File: config.mk
export PLATFORM = sky130hd
export DESIGN_NAME = spi_master_ctrl
export DESIGN_NICKNAME = d
export VERILOG_FILES = /design/src/rtl/spi_master_ctrl.sv
export SDC_FILE = /design/constraint.sdc
export NUM_CORES = 1
export LEC_CHECK = 0
export BUFFER_PORTS_ARGS = -buffer_cell sky130_fd_sc_hd__buf_2
export CORE_AREA = 2 2 78 65
export DETAILED_ROUTE_END_ITERATION = 8
export DIE_AREA = 0 0 80 67
export PLACE_DENSITY = 0.7
export SYNTH_ARGS = -nofsm -noshare
export SYNTH_HDL_FRONTEND = slang
export SYNTH_SLANG_ARGS = --single-unit
File: constraint.sdc
create_clock -name i_clk -period 2.15 [get_ports i_clk]
set_input_delay 0.43 -clock i_clk [delete_from_list [all_inputs] [get_ports i_clk]]
set_output_delay 0.43 -clock i_clk [all_outputs]
set_load 0.05 [all_outputs]
File: src/rtl/spi_master_ctrl.sv
`default_nettype none
// ============================================================================
// spi_master_ctrl : SPI master, all CPOL/CPHA modes, MSB/LSB-first, NUM_CS selects
// Revision 1.0
// ============================================================================
module spi_master_ctrl #(
   parameter int DATA_W  = 8,
   parameter int CLK_DIV = 4,
   parameter int NUM_CS  = 1,
   parameter int CS_W    = (NUM_CS > 1) ? $clog2(NUM_CS) : 1
) (
   input  logic              i_clk,
   input  logic              rst_n,
   input  logic              i_start,
   input  logic [DATA_W-1:0] i_tx_data,
   input  logic [CS_W-1:0]   i_cs_sel,
   input  logic              i_cpol,
   input  logic              i_cpha,
   input  logic              i_msb_first,
   output logic              o_busy,
   output logic              o_done,
   output logic [DATA_W-1:0] o_rx_data,
   output logic              o_spi_clk,
   output logic              o_spi_mosi,
   input  logic              i_spi_miso,
   output logic [NUM_CS-1:0] o_spi_cs_n
);
   localparam int DIV_W  = $clog2(CLK_DIV + 1);
   localparam int EDGE_W = $clog2(2 * DATA_W + 1);
   localparam logic [DIV_W-1:0]  c_div_last  = DIV_W'(CLK_DIV - 1);
   localparam logic [EDGE_W-1:0] c_last_edge = EDGE_W'(2 * DATA_W);

   typedef enum logic [1:0] {
      ST_IDLE  = 2'd0,
      ST_SETUP = 2'd1,
      ST_XFER  = 2'd2,
      ST_HOLD  = 2'd3
   } state_t;

   state_t              state_q, state_d;
   logic [DIV_W-1:0]    div_q, div_d;
   logic [EDGE_W-1:0]   edge_q, edge_d, edge_nxt;
   logic                cpol_q, cpol_d, cpha_q, cpha_d, msb_q, msb_d;
   logic [DATA_W-1:0]   tx_sh_q, tx_sh_d, rx_sh_q, rx_sh_d, rx_data_q, rx_data_d;
   logic                busy_q, busy_d, done_q, done_d;
   logic                sclk_q, sclk_d, mosi_q, mosi_d;
   logic [NUM_CS-1:0]   cs_n_q, cs_n_d;
   logic                div_end, leading, last_edge, do_sample, do_advance;

   function automatic logic head_bit(input logic [DATA_W-1:0] w, input logic msb);
      return msb ? w[DATA_W-1] : w[0];
   endfunction

   function automatic logic [DATA_W-1:0] shift_out(input logic [DATA_W-1:0] w, input logic msb);
      return msb ? (w << 1) : (w >> 1);
   endfunction

   // Out-of-range indices match no bit, so no select is asserted.
   function automatic logic [NUM_CS-1:0] cs_decode(input logic [CS_W-1:0] sel);
      logic [NUM_CS-1:0] v;
      v = '1;
      for (int i = 0; i < NUM_CS; i++) begin
         if (sel == CS_W'(i)) v[i] = 1'b0;
      end
      return v;
   endfunction

   assign div_end    = (div_q == c_div_last);
   assign edge_nxt   = edge_q + EDGE_W'(1);
   assign leading    = edge_nxt[0];
   assign last_edge  = (edge_nxt == c_last_edge);
   assign do_sample  = leading ^ cpha_q;
   assign do_advance = cpha_q ? leading : (!leading && !last_edge);

   always_comb begin
      state_d   = state_q;
      div_d     = div_q;
      edge_d    = edge_q;
      cpol_d    = cpol_q;
      cpha_d    = cpha_q;
      msb_d     = msb_q;
      tx_sh_d   = tx_sh_q;
      rx_sh_d   = rx_sh_q;
      rx_data_d = rx_data_q;
      busy_d    = busy_q;
      done_d    = 1'b0;
      sclk_d    = sclk_q;
      mosi_d    = mosi_q;
      cs_n_d    = cs_n_q;
      case (state_q)
         ST_IDLE: begin
            sclk_d = cpol_q;
            if (i_start) begin
               state_d = ST_SETUP;
               div_d   = '0;
               edge_d  = '0;
               cpol_d  = i_cpol;
               cpha_d  = i_cpha;
               msb_d   = i_msb_first;
               rx_sh_d = '0;
               busy_d  = 1'b1;
               sclk_d  = i_cpol;
               cs_n_d  = cs_decode(i_cs_sel);
               // CPHA=0 must present the first bit before the first SCLK edge.
               if (!i_cpha) begin
                  mosi_d  = head_bit(i_tx_data, i_msb_first);
                  tx_sh_d = shift_out(i_tx_data, i_msb_first);
               end else begin
                  tx_sh_d = i_tx_data;
               end
            end
         end
         ST_SETUP, ST_XFER: begin
            div_d = div_end ? '0 : div_q + DIV_W'(1);
            if (div_end) begin
               edge_d  = edge_nxt;
               sclk_d  = ~sclk_q;
               state_d = last_edge ? ST_HOLD : ST_XFER;
               if (do_sample) begin
                  rx_sh_d = msb_q ? {rx_sh_q[DATA_W-2:0], i_spi_miso}
                                  : {i_spi_miso, rx_sh_q[DATA_W-1:1]};
               end
               if (do_advance) begin
                  mosi_d  = head_bit(tx_sh_q, msb_q);
                  tx_sh_d = shift_out(tx_sh_q, msb_q);
               end
            end
         end
         ST_HOLD: begin
            div_d = div_end ? '0 : div_q + DIV_W'(1);
            if (div_end) begin
               state_d   = ST_IDLE;
               edge_d    = '0;
               busy_d    = 1'b0;
               done_d    = 1'b1;
               cs_n_d    = '1;
               rx_data_d = rx_sh_q;
            end
         end
         default: state_d = ST_IDLE;
      endcase
   end

   always_ff @(posedge i_clk or negedge rst_n) begin
      if (!rst_n) begin
         state_q   <= ST_IDLE;
         div_q     <= '0;
         edge_q    <= '0;
         cpol_q    <= 1'b0;
         cpha_q    <= 1'b0;
         msb_q     <= 1'b0;
         tx_sh_q   <= '0;
         rx_sh_q   <= '0;
         rx_data_q <= '0;
         busy_q    <= 1'b0;
         done_q    <= 1'b0;
         sclk_q    <= 1'b0;
         mosi_q    <= 1'b0;
         cs_n_q    <= '1;
      end else begin
         state_q   <= state_d;
         div_q     <= div_d;
         edge_q    <= edge_d;
         cpol_q    <= cpol_d;
         cpha_q    <= cpha_d;
         msb_q     <= msb_d;
         tx_sh_q   <= tx_sh_d;
         rx_sh_q   <= rx_sh_d;
         rx_data_q <= rx_data_d;
         busy_q    <= busy_d;
         done_q    <= done_d;
         sclk_q    <= sclk_d;
         mosi_q    <= mosi_d;
         cs_n_q    <= cs_n_d;
      end
   end

   assign o_busy     = busy_q;
   assign o_done     = done_q;
   assign o_rx_data  = rx_data_q;
   assign o_spi_clk  = sclk_q;
   assign o_spi_mosi = mosi_q;
   assign o_spi_cs_n = cs_n_q;
endmodule
`default_nettype wire

==> parameters.txt <==
Parameter                              Value

Pwr
  Ratio of total power to cell area ... approximately 550 nW/um^2
  Leak Pwr ... between 0.001 and 0.0015 uW
  Internal power ... 1090 uW
  Sequential power share ... about 56%
  Power share of the clock group ... 38.1%
  Share of total power consumed by net switching ... a little under a quarter
  Combinational cell fraction of total power ... between 5 and 6%
  Switching Power ... 336 uW
  IR drop worst, VDD ... 0.000382 V

Die
  Die Wd ... 80 um
  Total number of placement rows ... 22
  Full die area ... around 5400 sq um
  Placeable core region ... 4510 sq um
  Initial standard-cell utilization of the core ... approximately 50%
  IO Count ... 29
  Die height ... around 67 um

Critical path
  Worst stage delay on the critical path ... ~0.38 ns
  CP Launch Type ... flop
  Chain of cells forming the critical path ... inv_1, ha_1, buf_12, a211oi_2, nand2_1, nand2_1, o21ai_0
  Max FO, Critical Path ... 20
  Library cell contributing the largest single delay on the critical path ... sky130_fd_sc_hd__dfrtp_1
  Number of cells on the worst reg-to-reg path ... 7
  Type of the setup path with the least slack ... reg -> reg
  Endpoint of the worst register-to-register path ... rx_sh_q[7]$_DFFE_PN0P_
  Reg2Reg Launch Point ... state_q[0]$_DFFE_PN0P_
  CP Buf/Inv Count ... 2
  Critical path required time ... about 2.3 ns
  Family of cells with the greatest summed delay on the critical path ... simple AND/OR/NAND/NOR gates
  Endpoint type of the worst setup path ... flop
  Crit path arrival time ... about 2.1 ns
  Register-to-register setup slack ... about 0.21 ns
  Critical path's most frequent cell ... sky130_fd_sc_hd__nand2_1

Synthesis
  Number of library cell types mapped by synthesis ... 30
  Number of flops mapped to enable cells by yosys ... 0
  Ys Warns ... 0
  Most used flip-flop cell after synthesis ... sky130_fd_sc_hd__dfrtp_1
  Combined area of all synthesized cells ... roughly 2200 sq um
  Count of mapped cells out of synthesis ... ~220
  Avg Synthesized Cell Area ... about 10 sq um
  Syn nets ... approximately 240
  Proportion of register bits with asynchronous set or reset after synthesis ... 100%
  Sequential element share of the synthesized area ... a little under half
  Synth Register Bits ... 42

Cells and area
  Layout net count ... 270
  Most common cell after layout, fill and taps aside ... sky130_fd_sc_hd__dfrtp_1
  Non-filler cells in the finished layout ... around 310
  Number of diodes added for antenna fixing ... 0
  Fillcell total ... between 400 and 500
  Final instance area ... between 2000 and 3000 sq um
  Commonest non-fill, non-tap cells in the layout ... sky130_fd_sc_hd__dfrtp_1 (41), sky130_fd_sc_hd__nand2_1 (32), sky130_fd_sc_hd__mux2_2 (29), sky130_fd_sc_hd__buf_2 (28), sky130_fd_sc_hd__o21ai_0 (22)
  Layout cell share with drive strength beyond 1 ... around 30%
  Post-synthesis to final-layout area growth ... 14.5%

Placement
  Last weighted congestion value of the routability-driven placer ... between 0.7 and 0.8
  Number of buffer cells added on primary ports ... 28
  # placed instances ... between 300 and 400
  Placed wire-length estimate ... between 3000 and 4000 um
  Placement-stage worst setup slack ... about 0.19 ns
  Placed Area ... approximately 2500 sq um

Clock tree
  CTS root buf ... sky130_fd_sc_hd__clkbuf_8
  Number of buffers between clock root and the deepest sink ... 2
  Clk sinks ... 42
  Clock latency reported for the late side of the worst-skew pair ... about 0.30 ns
  CTS hold repair buffers ... 0
  Clock tree from TritonCTS ... done
  Cts repair resizes ... 0
  Num CTS Buffers ... 5
  Clock-pin slew on the worst setup and hold paths ... 0.08 ns
  CTS HTree Levels ... 2
  Count of buffers added by post-CTS timing repair for setup ... 0

Global route
  Largest net degree at the start of global routing ... 23
  Global-route wire length before repair ... approximately 7500 um
  Via count of the first global-routing pass ... between 1500 and 2000
  Overall routing resource usage ... a little under a fifth
  Overall overflow remaining after global route ... 0
  Number of antenna violations at the first check in global routing ... 0

Routing
  Average via count per standard cell ... 5.29
  Total iterations of the first detailed-routing run ... 4
  Initial DRC Count ... between 100 and 150
  Detail Route Antenna Nets ... 0
  Routed length per instance ... roughly 14 um
  Drt total wl ... 4430 um
  Vias after detailed routing ... approximately 1600
  Remaining routing DRC violations ... 0

Job
  Max-capacitance violation count ... 0

STA
  Setup tns final ... 0 ns
  Achievable frequency ... 0.515 GHz
  Min Tclk post-route ... 1.94 ns
  Worst slew margin ... 50.2%
  Unrepaired setup endpoints after global routing ... false
  Post-route worst hold slack ... 0.0866 ns
  Actual transition at the worst max-transition pin ... about 0.75 ns
  Final period util ... 90.4%
  # setup viols final ... 0
  Final number of hold-violating endpoints ... 0
  PnR worst setup slack ... around 0.21 ns
  Worst clock skew ... about 0.0061 ns
  Max-slew violations ... 0

Run status
  Run status ... complete, no violations

Worst hold path
  Min-delay worst type ... in -> async
worst max-delay path by stage:
stage	end	cells past startpoint	from
3_3_place_gp	rx_sh_q[7]$_DFFE_PN0P_	7	state_q[0]$_DFFE_PN0P_
2_1_floorplan	tx_sh_q[0]$_DFFE_PN0P_	6	state_q[0]$_DFFE_PN0P_
4_1_cts	rx_sh_q[7]$_DFFE_PN0P_	7	state_q[0]$_DFFE_PN0P_
5_1_grt	rx_sh_q[6]$_DFFE_PN0P_	7	state_q[1]$_DFFE_PN0P_
6_report	rx_sh_q[7]$_DFFE_PN0P_	7	state_q[0]$_DFFE_PN0P_
3_5_place_dp	rx_sh_q[1]$_DFFE_PN0P_	7	state_q[0]$_DFFE_PN0P_
cells in the mapped netlist (2+ instances only):
cell                        n  share of area (%)
sky130_fd_sc_hd__clkbuf_1   8                1.3
sky130_fd_sc_hd__buf_2      2               0.44
sky130_fd_sc_hd__mux2i_1   14                6.2
sky130_fd_sc_hd__o21ai_0   23                5.1
sky130_fd_sc_hd__mux2_2    29                 15
sky130_fd_sc_hd__nand2b_1   3               0.83
sky130_fd_sc_hd__nor2_1    12                2.0
sky130_fd_sc_hd__a22o_1     2               0.78
sky130_fd_sc_hd__dfrtp_1   41                 46
sky130_fd_sc_hd__inv_1      7                1.2
sky130_fd_sc_hd__nand2_1   32                5.3
sky130_fd_sc_hd__ha_1       4                2.2
sky130_fd_sc_hd__nand3_1    4               0.89
sky130_fd_sc_hd__nor2b_1    4                1.1
sky130_fd_sc_hd__a211oi_1   7                2.3
sky130_fd_sc_hd__and3_1     3               0.83
sky130_fd_sc_hd__xor2_1     3                1.2
sky130_fd_sc_hd__buf_1      2               0.33
sky130_fd_sc_hd__a22oi_1    2               0.67
sky130_fd_sc_hd__a21oi_1   10                2.2
power by group through the flow:
stage	Clock (uW)	Sequential, uW	Combinational, uW
after floorplan	0	814	35.6
after global placement	0	816	79.6
after detailed placement	0	816	80.3
after CTS	555	801	80.9
after global routing	591	802	90.0
final	541	801	79.2
stage by stage:
| stage | utilization, % | power (uW) |
|---|---|---|
| global route | 57.0 | 1480 |
| floorplan | - | 850 |
| global placement | 54.9 | 896 |
| CTS | 57.0 | 1440 |
| finish | 57.0 | 1420 |
| detailed placement | 54.9 | 897 |
state kept, by name, indices dropped and copies added, names as in the netlist:
register / flops
o_done: 1
rx_sh_q: 8
cpha_q: 1
o_rx_data: 8
msb_q: 1
o_spi_mosi: 1
o_spi_clk: 1
edge_q: 5
tx_sh_q: 8
state_q: 2
div_q: 3
o_busy: 1
cpol_q: 1
o_spi_cs_n: 1
final cells by class:
| cell class | count | area (sq um) | area share (%) |
|---|---|---|---|
| Multi-Input combinational cell | 161 | 1120 | 43.6 |
| Sequential cell | 42 | 1050 | 40.9 |
| Timing Repair Buffer | 33 | 203 | 7.87 |
| Clock buffer | 6 | 82.6 | 3.21 |
| Tap cell | 60 | 75.1 | 2.92 |
| Inverter | 7 | 26.3 | 1.02 |
| Clock inverter | 2 | 12.5 | 0.486 |
routing by layer:
layer  track usage (%)  up-vias  wire length, um
li1                  -      835                -
met1              25.8      770             2280
met2              27.2       32             1880
met3              5.96        7              209
met4              5.08        0               57
met5                 0        -                0
cell families (layout without fill, tap and decap cells):
kind of cell               after synthesis  after routing  synth area share [%]
AOI/OAI and AO/OA                       51             51                  14.1
xor gates and xnor gates                 4              4                  1.56
adders and majority gates                4              4                  2.22
buffers and inverters                   19             48                  3.28
DFF                                     42             42                  46.8
muxes                                   43             43                  20.7
and+or+nand+nor                         59             59                  11.3
No activity file was read; power rests on OpenSTA's default activity.
